**src/rtl/aes_enc_pipe_ctrl_if.sv**
```systemverilog
// Plaintext-in / ciphertext-out valid/ready bundle for aes_enc_pipe_ctrl.
// master drives blocks in and consumes results; slave is the controller.
interface aes_enc_pipe_ctrl_if #(
  parameter int TAG_W = 4
) ();
  logic             in_valid;
  logic             in_ready;
  logic [127:0]     in_data;
  logic [TAG_W-1:0] in_tag;
  logic             out_valid;
  logic             out_ready;
  logic [127:0]     out_data;
  logic [TAG_W-1:0] out_tag;

  modport master (
    output in_valid, in_data, in_tag, out_ready,
    input  in_ready, out_valid, out_data, out_tag
  );

  modport slave (
    input  in_valid, in_data, in_tag, out_ready,
    output in_ready, out_valid, out_data, out_tag
  );
endinterface

```
**src/rtl/aes_enc_pipe_ctrl.sv**
```systemverilog
// Flow control around the fixed-latency AES-128 encrypt pipeline:
// credit-limited issue, tag tracking, result FIFO, key-change drain.
module aes_enc_pipe_ctrl #(
  parameter int PIPE_LAT   = 10,
  parameter int FIFO_DEPTH = 16,
  parameter int TAG_W      = 4
) (
  input  logic                clk,
  input  logic                rst_n,
  aes_enc_pipe_ctrl_if.slave  bus,
  output logic [127:0]        pipe_plain_text,
  input  logic [127:0]        pipe_cipher_text,
  input  logic                key_chg_req,
  output logic                key_chg_gnt,
  output logic                busy,
  output logic [31:0]         blk_count
);
  localparam int AW = $clog2(FIFO_DEPTH);
  localparam int CW = AW + 1;
  localparam logic [CW-1:0] FULL = CW'(FIFO_DEPTH);

  typedef enum logic [1:0] {RUN, DRAIN, GRANT} state_e;

  state_e              state_q;
  logic                gnt_q;
  logic [PIPE_LAT-1:0] vsr_q;
  logic [TAG_W-1:0]    tsr_q [PIPE_LAT];
  logic [CW-1:0]       credit_q, credit_d;
  logic [CW-1:0]       cnt_q, cnt_d;
  logic [AW-1:0]       wp_q, rp_q;
  logic [127:0]        dmem [FIFO_DEPTH];
  logic [TAG_W-1:0]    tmem [FIFO_DEPTH];
  logic [31:0]         blk_q;
  logic                acc, push, pop;

  // Registered credit only: a pop frees space one cycle later.
  assign bus.in_ready = rst_n & (state_q == RUN) & (credit_q < FULL);
  assign acc          = bus.in_valid & bus.in_ready;
  assign push         = vsr_q[PIPE_LAT-1];
  assign pop          = bus.out_valid & bus.out_ready;

  assign bus.out_valid = (cnt_q != '0);
  assign bus.out_data  = dmem[rp_q];
  assign bus.out_tag   = tmem[rp_q];

  assign pipe_plain_text = bus.in_data;
  assign key_chg_gnt     = gnt_q;
  assign busy            = (credit_q != '0);
  assign blk_count       = blk_q;

  always_comb begin
    credit_d = credit_q;
    if (acc & ~pop)
      credit_d = credit_q + CW'(1);
    else if (~acc & pop)
      credit_d = credit_q - CW'(1);
  end

  always_comb begin
    cnt_d = cnt_q;
    if (push & ~pop)
      cnt_d = cnt_q + CW'(1);
    else if (~push & pop)
      cnt_d = cnt_q - CW'(1);
  end

  always_ff @(posedge clk or negedge rst_n) begin
    if (!rst_n) begin
      vsr_q    <= '0;
      credit_q <= '0;
      cnt_q    <= '0;
      wp_q     <= '0;
      rp_q     <= '0;
      blk_q    <= '0;
    end else begin
      vsr_q[0] <= acc;
      for (int i = 1; i < PIPE_LAT; i++)
        vsr_q[i] <= vsr_q[i-1];
      credit_q <= credit_d;
      cnt_q    <= cnt_d;
      if (push)
        wp_q <= wp_q + AW'(1);
      if (pop) begin
        rp_q  <= rp_q + AW'(1);
        blk_q <= blk_q + 32'd1;
      end
    end
  end

  // Tags and FIFO storage need no reset; valid bits qualify them.
  always_ff @(posedge clk) begin
    tsr_q[0] <= bus.in_tag;
    for (int i = 1; i < PIPE_LAT; i++)
      tsr_q[i] <= tsr_q[i-1];
    if (push) begin
      dmem[wp_q] <= pipe_cipher_text;
      tmem[wp_q] <= tsr_q[PIPE_LAT-1];
    end
  end

  always_ff @(posedge clk or negedge rst_n) begin
    if (!rst_n) begin
      state_q <= RUN;
      gnt_q   <= 1'b0;
    end else begin
      unique case (state_q)
        RUN: begin
          if (key_chg_req)
            state_q <= DRAIN;
        end
        DRAIN: begin
          if (!key_chg_req) begin
            state_q <= RUN;
          end else if (vsr_q == '0) begin
            state_q <= GRANT;
            gnt_q   <= 1'b1;
          end
        end
        GRANT: begin
          if (!key_chg_req) begin
            state_q <= RUN;
            gnt_q   <= 1'b0;
          end
        end
        default: begin
          state_q <= RUN;
          gnt_q   <= 1'b0;
        end
      endcase
    end
  end
endmodule

```
**src/flat_wrapper.sv**
```systemverilog
// flat-port wrapper written by rule: the top's interface ports become plain ports
module aes_enc_pipe_ctrl_flat 
#(
  parameter int PIPE_LAT   = 10,
  parameter int FIFO_DEPTH = 16,
  parameter int TAG_W      = 4
)
  (clk, rst_n, pipe_plain_text, pipe_cipher_text, key_chg_req, key_chg_gnt, busy, blk_count, bus_in_valid, bus_in_data, bus_in_tag, bus_out_ready, bus_in_ready, bus_out_valid, bus_out_data, bus_out_tag);
  aes_enc_pipe_ctrl_if #(.TAG_W(TAG_W)) bus_i ();
  input  logic clk;
  input  logic rst_n;
  output logic [127:0] pipe_plain_text;
  input  logic [127:0] pipe_cipher_text;
  input  logic key_chg_req;
  output logic key_chg_gnt;
  output logic busy;
  output logic [31:0] blk_count;
  input wire logic [$bits(bus_i.in_valid)-1:0] bus_in_valid;
  input wire logic [$bits(bus_i.in_data)-1:0] bus_in_data;
  input wire logic [$bits(bus_i.in_tag)-1:0] bus_in_tag;
  input wire logic [$bits(bus_i.out_ready)-1:0] bus_out_ready;
  output wire logic [$bits(bus_i.in_ready)-1:0] bus_in_ready;
  output wire logic [$bits(bus_i.out_valid)-1:0] bus_out_valid;
  output wire logic [$bits(bus_i.out_data)-1:0] bus_out_data;
  output wire logic [$bits(bus_i.out_tag)-1:0] bus_out_tag;
  assign bus_i.in_valid = bus_in_valid;
  assign bus_i.in_data = bus_in_data;
  assign bus_i.in_tag = bus_in_tag;
  assign bus_i.out_ready = bus_out_ready;
  assign bus_in_ready = bus_i.in_ready;
  assign bus_out_valid = bus_i.out_valid;
  assign bus_out_data = bus_i.out_data;
  assign bus_out_tag = bus_i.out_tag;
  aes_enc_pipe_ctrl #(.PIPE_LAT(PIPE_LAT), .FIFO_DEPTH(FIFO_DEPTH), .TAG_W(TAG_W)) u_core (.clk(clk), .rst_n(rst_n), .bus(bus_i), .pipe_plain_text(pipe_plain_text), .pipe_cipher_text(pipe_cipher_text), .key_chg_req(key_chg_req), .key_chg_gnt(key_chg_gnt), .busy(busy), .blk_count(blk_count));
endmodule
```
**config.mk**
```make
export PLATFORM = sky130hd
export DESIGN_NAME = aes_enc_pipe_ctrl_flat
export DESIGN_NICKNAME = d
export VERILOG_FILES = /design/src/rtl/aes_enc_pipe_ctrl_if.sv /design/src/rtl/aes_enc_pipe_ctrl.sv /design/src/flat_wrapper.sv
export SDC_FILE = /design/constraint.sdc
export NUM_CORES = 2
export LEC_CHECK = 0
export CORE_ASPECT_RATIO = 2
export CORE_MARGIN = 5
export CORE_UTILIZATION = 45
export DETAILED_ROUTE_END_ITERATION = 8
export HOLD_SLACK_MARGIN = 0.03
export PLACE_DENSITY_LB_ADDON = 0.12
export SLEW_MARGIN = 25
export SYNTH_ARGS = -nofsm -noshare
export SYNTH_HDL_FRONTEND = slang
export SYNTH_SLANG_ARGS = --single-unit
```
**constraint.sdc**
```tcl
create_clock -name clk -period 9.45 [get_ports clk]
set_input_delay 0.945 -clock clk [delete_from_list [all_inputs] [get_ports clk]]
set_output_delay 0.945 -clock clk [all_outputs]
set_load 0.05 [all_outputs]
```
# == Yosys cells after proc, flatten, opt, wreduce, memory -nomap -nowiden ==
# Memory sizes are Yosys's and may differ from the RTL's.
# Index checks and enable logic that the tools add are counted.
# word_totals
reg_bits,63
ram_bits,2152
word_cells,61
n_memories,3
# classes
order_cmp,1
bitwise,12
eq_ne,7
reduce_logical,8
muxes,15
addsub,7
# memory_table
memory,words,width,rd,rd_clocked_by_memory_dff,wr,line,text
u_core.dmem,16,128,1,0,1,aes_enc_pipe_ctrl.sv:31,logic [127:0] dmem [FIFO_DEPTH];
u_core.tmem,16,4,1,0,1,aes_enc_pipe_ctrl.sv:32,logic [TAG_W-1:0] tmem [FIFO_DEPTH];
u_core.tsr_q,10,4,10,0,10,aes_enc_pipe_ctrl.sv:27,logic [TAG_W-1:0] tsr_q [PIPE_LAT];
# op_table
operator,count
"32-bit by 1-bit adder with 32-bit output, second input constant",1
5-bit 2-to-1 mux,4
"5-bit by 1-bit adder with 5-bit output, second input constant",2
10-bit zero test,1
5-bit nonzero test,2
"5-bit by 1-bit subtractor with 5-bit output, second input constant",2
"4-bit by 1-bit adder with 4-bit output, second input constant",2
1-bit bitwise AND,8
2-bit 2-to-1 mux,4
"2-bit != test, second input constant",3
2-bit case mux with 3 select lines,1
"5-bit less-than comparator, second input constant",1
1-bit 2-to-1 mux,5
1-bit NOT,4
4-bit AND reduction,1
2-bit nonzero test,2
"3-bit by 2-bit != test with 1-bit output, second input constant",1
1-bit case mux with 3 select lines,1
3-bit AND reduction,1
"2-bit by 1-bit == test with 1-bit output, second input constant",1
"2-bit == test, second input constant",1
2-bit zero test,1
"2-bit by 1-bit != test with 1-bit output, second input constant",1

# == Depth between registers and ports, before layout ==
# logic_depth
depth_word,8
ltp_mapped,10

# == Least setup slack after synthesis ==
# No wires, ideal clock.
# synth_path
path_kind,register to register
start,register u_core.vsr_q[9]
end,"memory u_core.dmem[3][0], enable pin"
setup_time_ps,785
setup_slack_ps,-1017
synth_period_minus_slack_ps,10467
path_stages_with_launch,4
arrival_time_ps,9683
path_cell_list,dfrtp_1 clkbuf_1 nand2_1 nor3_1
# synth_via
elab_chain_len,2
# synth_lines
item,line,text
start: declaration,aes_enc_pipe_ctrl.sv:26,logic [PIPE_LAT-1:0] vsr_q;
start signal: indexed assignment,aes_enc_pipe_ctrl.sv:78,vsr_q[i] <= vsr_q[i-1];
1-bit 2-to-1 mux,aes_enc_pipe_ctrl.sv:95,if (push) begin
1-bit 2-to-1 mux (implied by the code),aes_enc_pipe_ctrl.sv:96,dmem[wp_q] <= pipe_cipher_text;
end: declaration,aes_enc_pipe_ctrl.sv:31,
# Every way passes these cells.

# == Final worst setup path ==
# layout_path
start,register u_core.rp_q[3]
end,output port bus_out_data[48]
# layout_via
elab_chain_len,1
# layout_lines
item,line,text
start: declaration,aes_enc_pipe_ctrl.sv:30,"logic [AW-1:0] wp_q, rp_q;"
start signal: assignment,aes_enc_pipe_ctrl.sv:84,rp_q <= rp_q + AW'(1);
memory read 16 x 128 bit,n/a,
end: declaration,flat_wrapper.sv:24,output wire logic [$bits(bus_i.out_data)-1:0] bus_out_data;
# Every way passes these cells.

==> impl_metrics.yaml <==
outcome:
  outcome: "finished, final reports clean"
route:
  vias_per_cell: 5.77
  wirelength_um: 199000
  drtAntennaViolNets: 0
  num_vias: 38100
  firstDrtPassIters: 5
  wire_per_inst_um: 30.1
  drc: 0
  drt_iter0_drc: 3120
setup_path:
  crit_fanout: 46
  crit_type: "flop to primary output"
  critPathArrivalTime_ns: 4.86
  worstPathRequired_ns: 8.51
  critPathLaunchType: "flop"
  endpoint_kind: "primary output"
global_routing:
  overflow: 0
  first_global_vias: 40600
  grt_max_degree: 142
  grt_pass1_wl_um: 289000
  track_usage_pct: 20.2
  antenna_found_initial: 30
floorplanning:
  die-height_um: 620
  start_util_pct: 45.1
  io_pins: 561
  core_area_um2: 186000
  dieArea_um2: 195000
  row_count: 224
  die_w_um: 315
cells_and_area:
  areaGrowthSynthToFinish_pct: 13.9
  layout_common_cells: "edfxtp_1, mux4_2, clkdlybuf4s50_1"
  final_area_um2: 95400
  layout_commonest_cell: "edfxtp_1"
  fill_cells: 14700
  final_cells: 6612
  drive_above_1_share_pct: 22.1
  nets: 4253
yosys:
  synth.largest_area_cell: "edfxtp_1"
  synth_area_um2: 83700
  ys_warn_count: 0
  ys_types: 39
  ys_seq_area_share_pct: 78.6
  synth_area_leaders: "edfxtp_1, mux4_2, a22oi_1, dfrtp_1, buf_4"
  synth_top_cell_area_share_pct: 75.7
  ys_ff_latch: 2215
  synth_nets: 3985
  synth_cells: 3704
  avgSynthCellArea_um2: 22.6
sta:
  rsz0062_at_grt: "no"
  drv_slew: 0
  whs_ns: 0.301
  fmax_mhz: 172
  tightest_slew_ns: 1.15
  finalHoldViolCount: 0
  skew_ns: 0.0306
  relSlewSlack_pct: 23.5
  fin_crit_ns: 5.80
  tns_ns: 0
  timing.final.crit_share_pct: 61.4
  setup_viol: 0
placed_design:
  port_buffers: 304
  dp_hpwl_um: 99200
  dp_cells: 6254
  placedInstanceArea_um2: 89000
  gp_congestion: 0.704
cts:
  clk_pin_slew_worst_paths_ns: 0.06
  ctsHoldBuffers: 0
  max-clock-path-buffers: 4
  cts_tree: "built"
  post_cts_buffers: 0
  cts_repair_resize_count: 0
  cts_buffers: 201
  clock-sinks: 2215
  worstSkewPairLatency_ns: 0.82
  cts_root_buffer: "clkbuf_16"
  cts_max_level: 4
min_path:
  hold_class: "flop to flop"
run:
  max-cap-violations: 0
power_and_ir_drop:
  p_per_area_nw_per_um2: 301
  leakagePower_nw: 29.8
  ir_drop_mv: 0.380
## layout make-up
class                           count  area (µm²)  share of cell area, %
Tap cell                         2486        3110                   3.26
Sequential cell                  2215       65800                   69.0
Clock inverter                     95         986                   1.03
Inverter                            9        33.8                 0.0354
Multi-Input combinational cell   1161       16200                   16.9
Clock buffer                      253        5290                   5.54
Antenna cell                        9        22.5                 0.0236
Timing Repair Buffer              384        3950                   4.14
## final timing paths
path / from / endpoint / slack, ns / depth (start not counted)
worst min register to register: u_core.tsr_q[6][3] / u_core.tsr_q[7][3] / 0.30 / 0
worst max register to register: u_core.wp_q[2] / u_core.dmem[5][48] / 5.67 / 5
max in group asynchronous: rst_n / u_core.rp_q[2] / 8.45 / 2
min in group asynchronous: rst_n / u_core.blk_count[22] / 0.33 / 2
worst max-delay path: u_core.rp_q[3] / bus_out_data[48] / 3.65 / 6
worst min-delay path: u_core.tsr_q[6][3] / u_core.tsr_q[7][3] / 0.30 / 0
## sequential cells by signal (all words and copies together), names as in the netlist
register and cells:
u_core.dmem 2048, u_core.tmem 64, u_core.tsr_q 40, u_core.blk_count 32
u_core.vsr_q 10, u_core.cnt_q 5, u_core.credit_q 5, u_core.rp_q 4
u_core.wp_q 4, u_core.state_q 2, u_core.key_chg_gnt 1
## routing by layer
layer / GRT usage [%] / vias to the layer above / wire [µm]
li1: - / 15900 / -
met4: 4.46 / 38 / 4040
met2: 34.0 / 1195 / 100000
met3: 4.42 / 296 / 13500
met1: 27.4 / 20700 / 80900
met5: 0 / - / 258
## worst max-delay path, cell delays in order, from the launching register on
cell and delay (ns):
dfrtp_4 0.86, nor2b_4 0.26, buf_4 0.69, buf_4 0.87, a22oi_1 0.17, nand2_1 0.25
clkdlybuf4s50_1 0.85
## power breakdown
| group | switching, mW | leakage (nW) | internal [mW] |
|---|---|---|---|
| Combinational | 5.86 | 6.61 | 3.70 |
| Sequential | 0.248 | 20.1 | 11.0 |
| Clock | 3.42 | 3.06 | 4.51 |
## through the flow
| step | power, mW | worst slack [ns] | util [%] |
|---|---|---|---|
| 2_1_floorplan | 18.2 | 2.51 | - |
| 3_5_place_dp | 21.1 | 4.38 | 48.0 |
| 6_report | 28.7 | 3.65 | 51.4 |
| 4_1_cts | 29.1 | 3.48 | 51.4 |
| 5_1_grt | 29.9 | 3.29 | 51.4 |
| 3_3_place_gp | 21.1 | 4.38 | 47.9 |
## cells in the mapped netlist
library cell	instances
dfrtp_1	63
nor3_1	8
dfxtp_1	40
mux2i_1	6
nor4b_1	2
inv_1	9
a21oi_1	10
nor2_2	1
a21o_1	4
mux4_2	528
and2_1	8
a211oi_1	22
buf_1	9
nand2b_1	20
fa_1	2
nor4_1	2
o22ai_1	1
ha_1	14
clkbuf_2	1
nand2_1	147
clkbuf_1	66
xnor2_1	37
buf_6	4
and4_1	4
a22oi_1	222
nor2b_1	28
and3_1	7
nand3_1	12
edfxtp_1	2112
buf_2	84
nor3b_1	1
xor2_1	8
o21ai_0	5
nor4_2	1
nor2_1	20
nand4_1	19
buf_4	155
mux2_2	4
a31oi_1	18
## cell families after synthesis
family / after synthesis / synth area share (%)
AOI/OAI and AO/OA: 282 / 2.45
and+or+nand+nor: 280 / 1.59
muxes: 538 / 14.3
xor gates and xnor gates: 45 / 0.471
DFF: 2215 / 78.6
buffers and inverters: 328 / 2.33
adders and majority gates: 16 / 0.257
No activity file was read; power rests on OpenSTA's default activity.
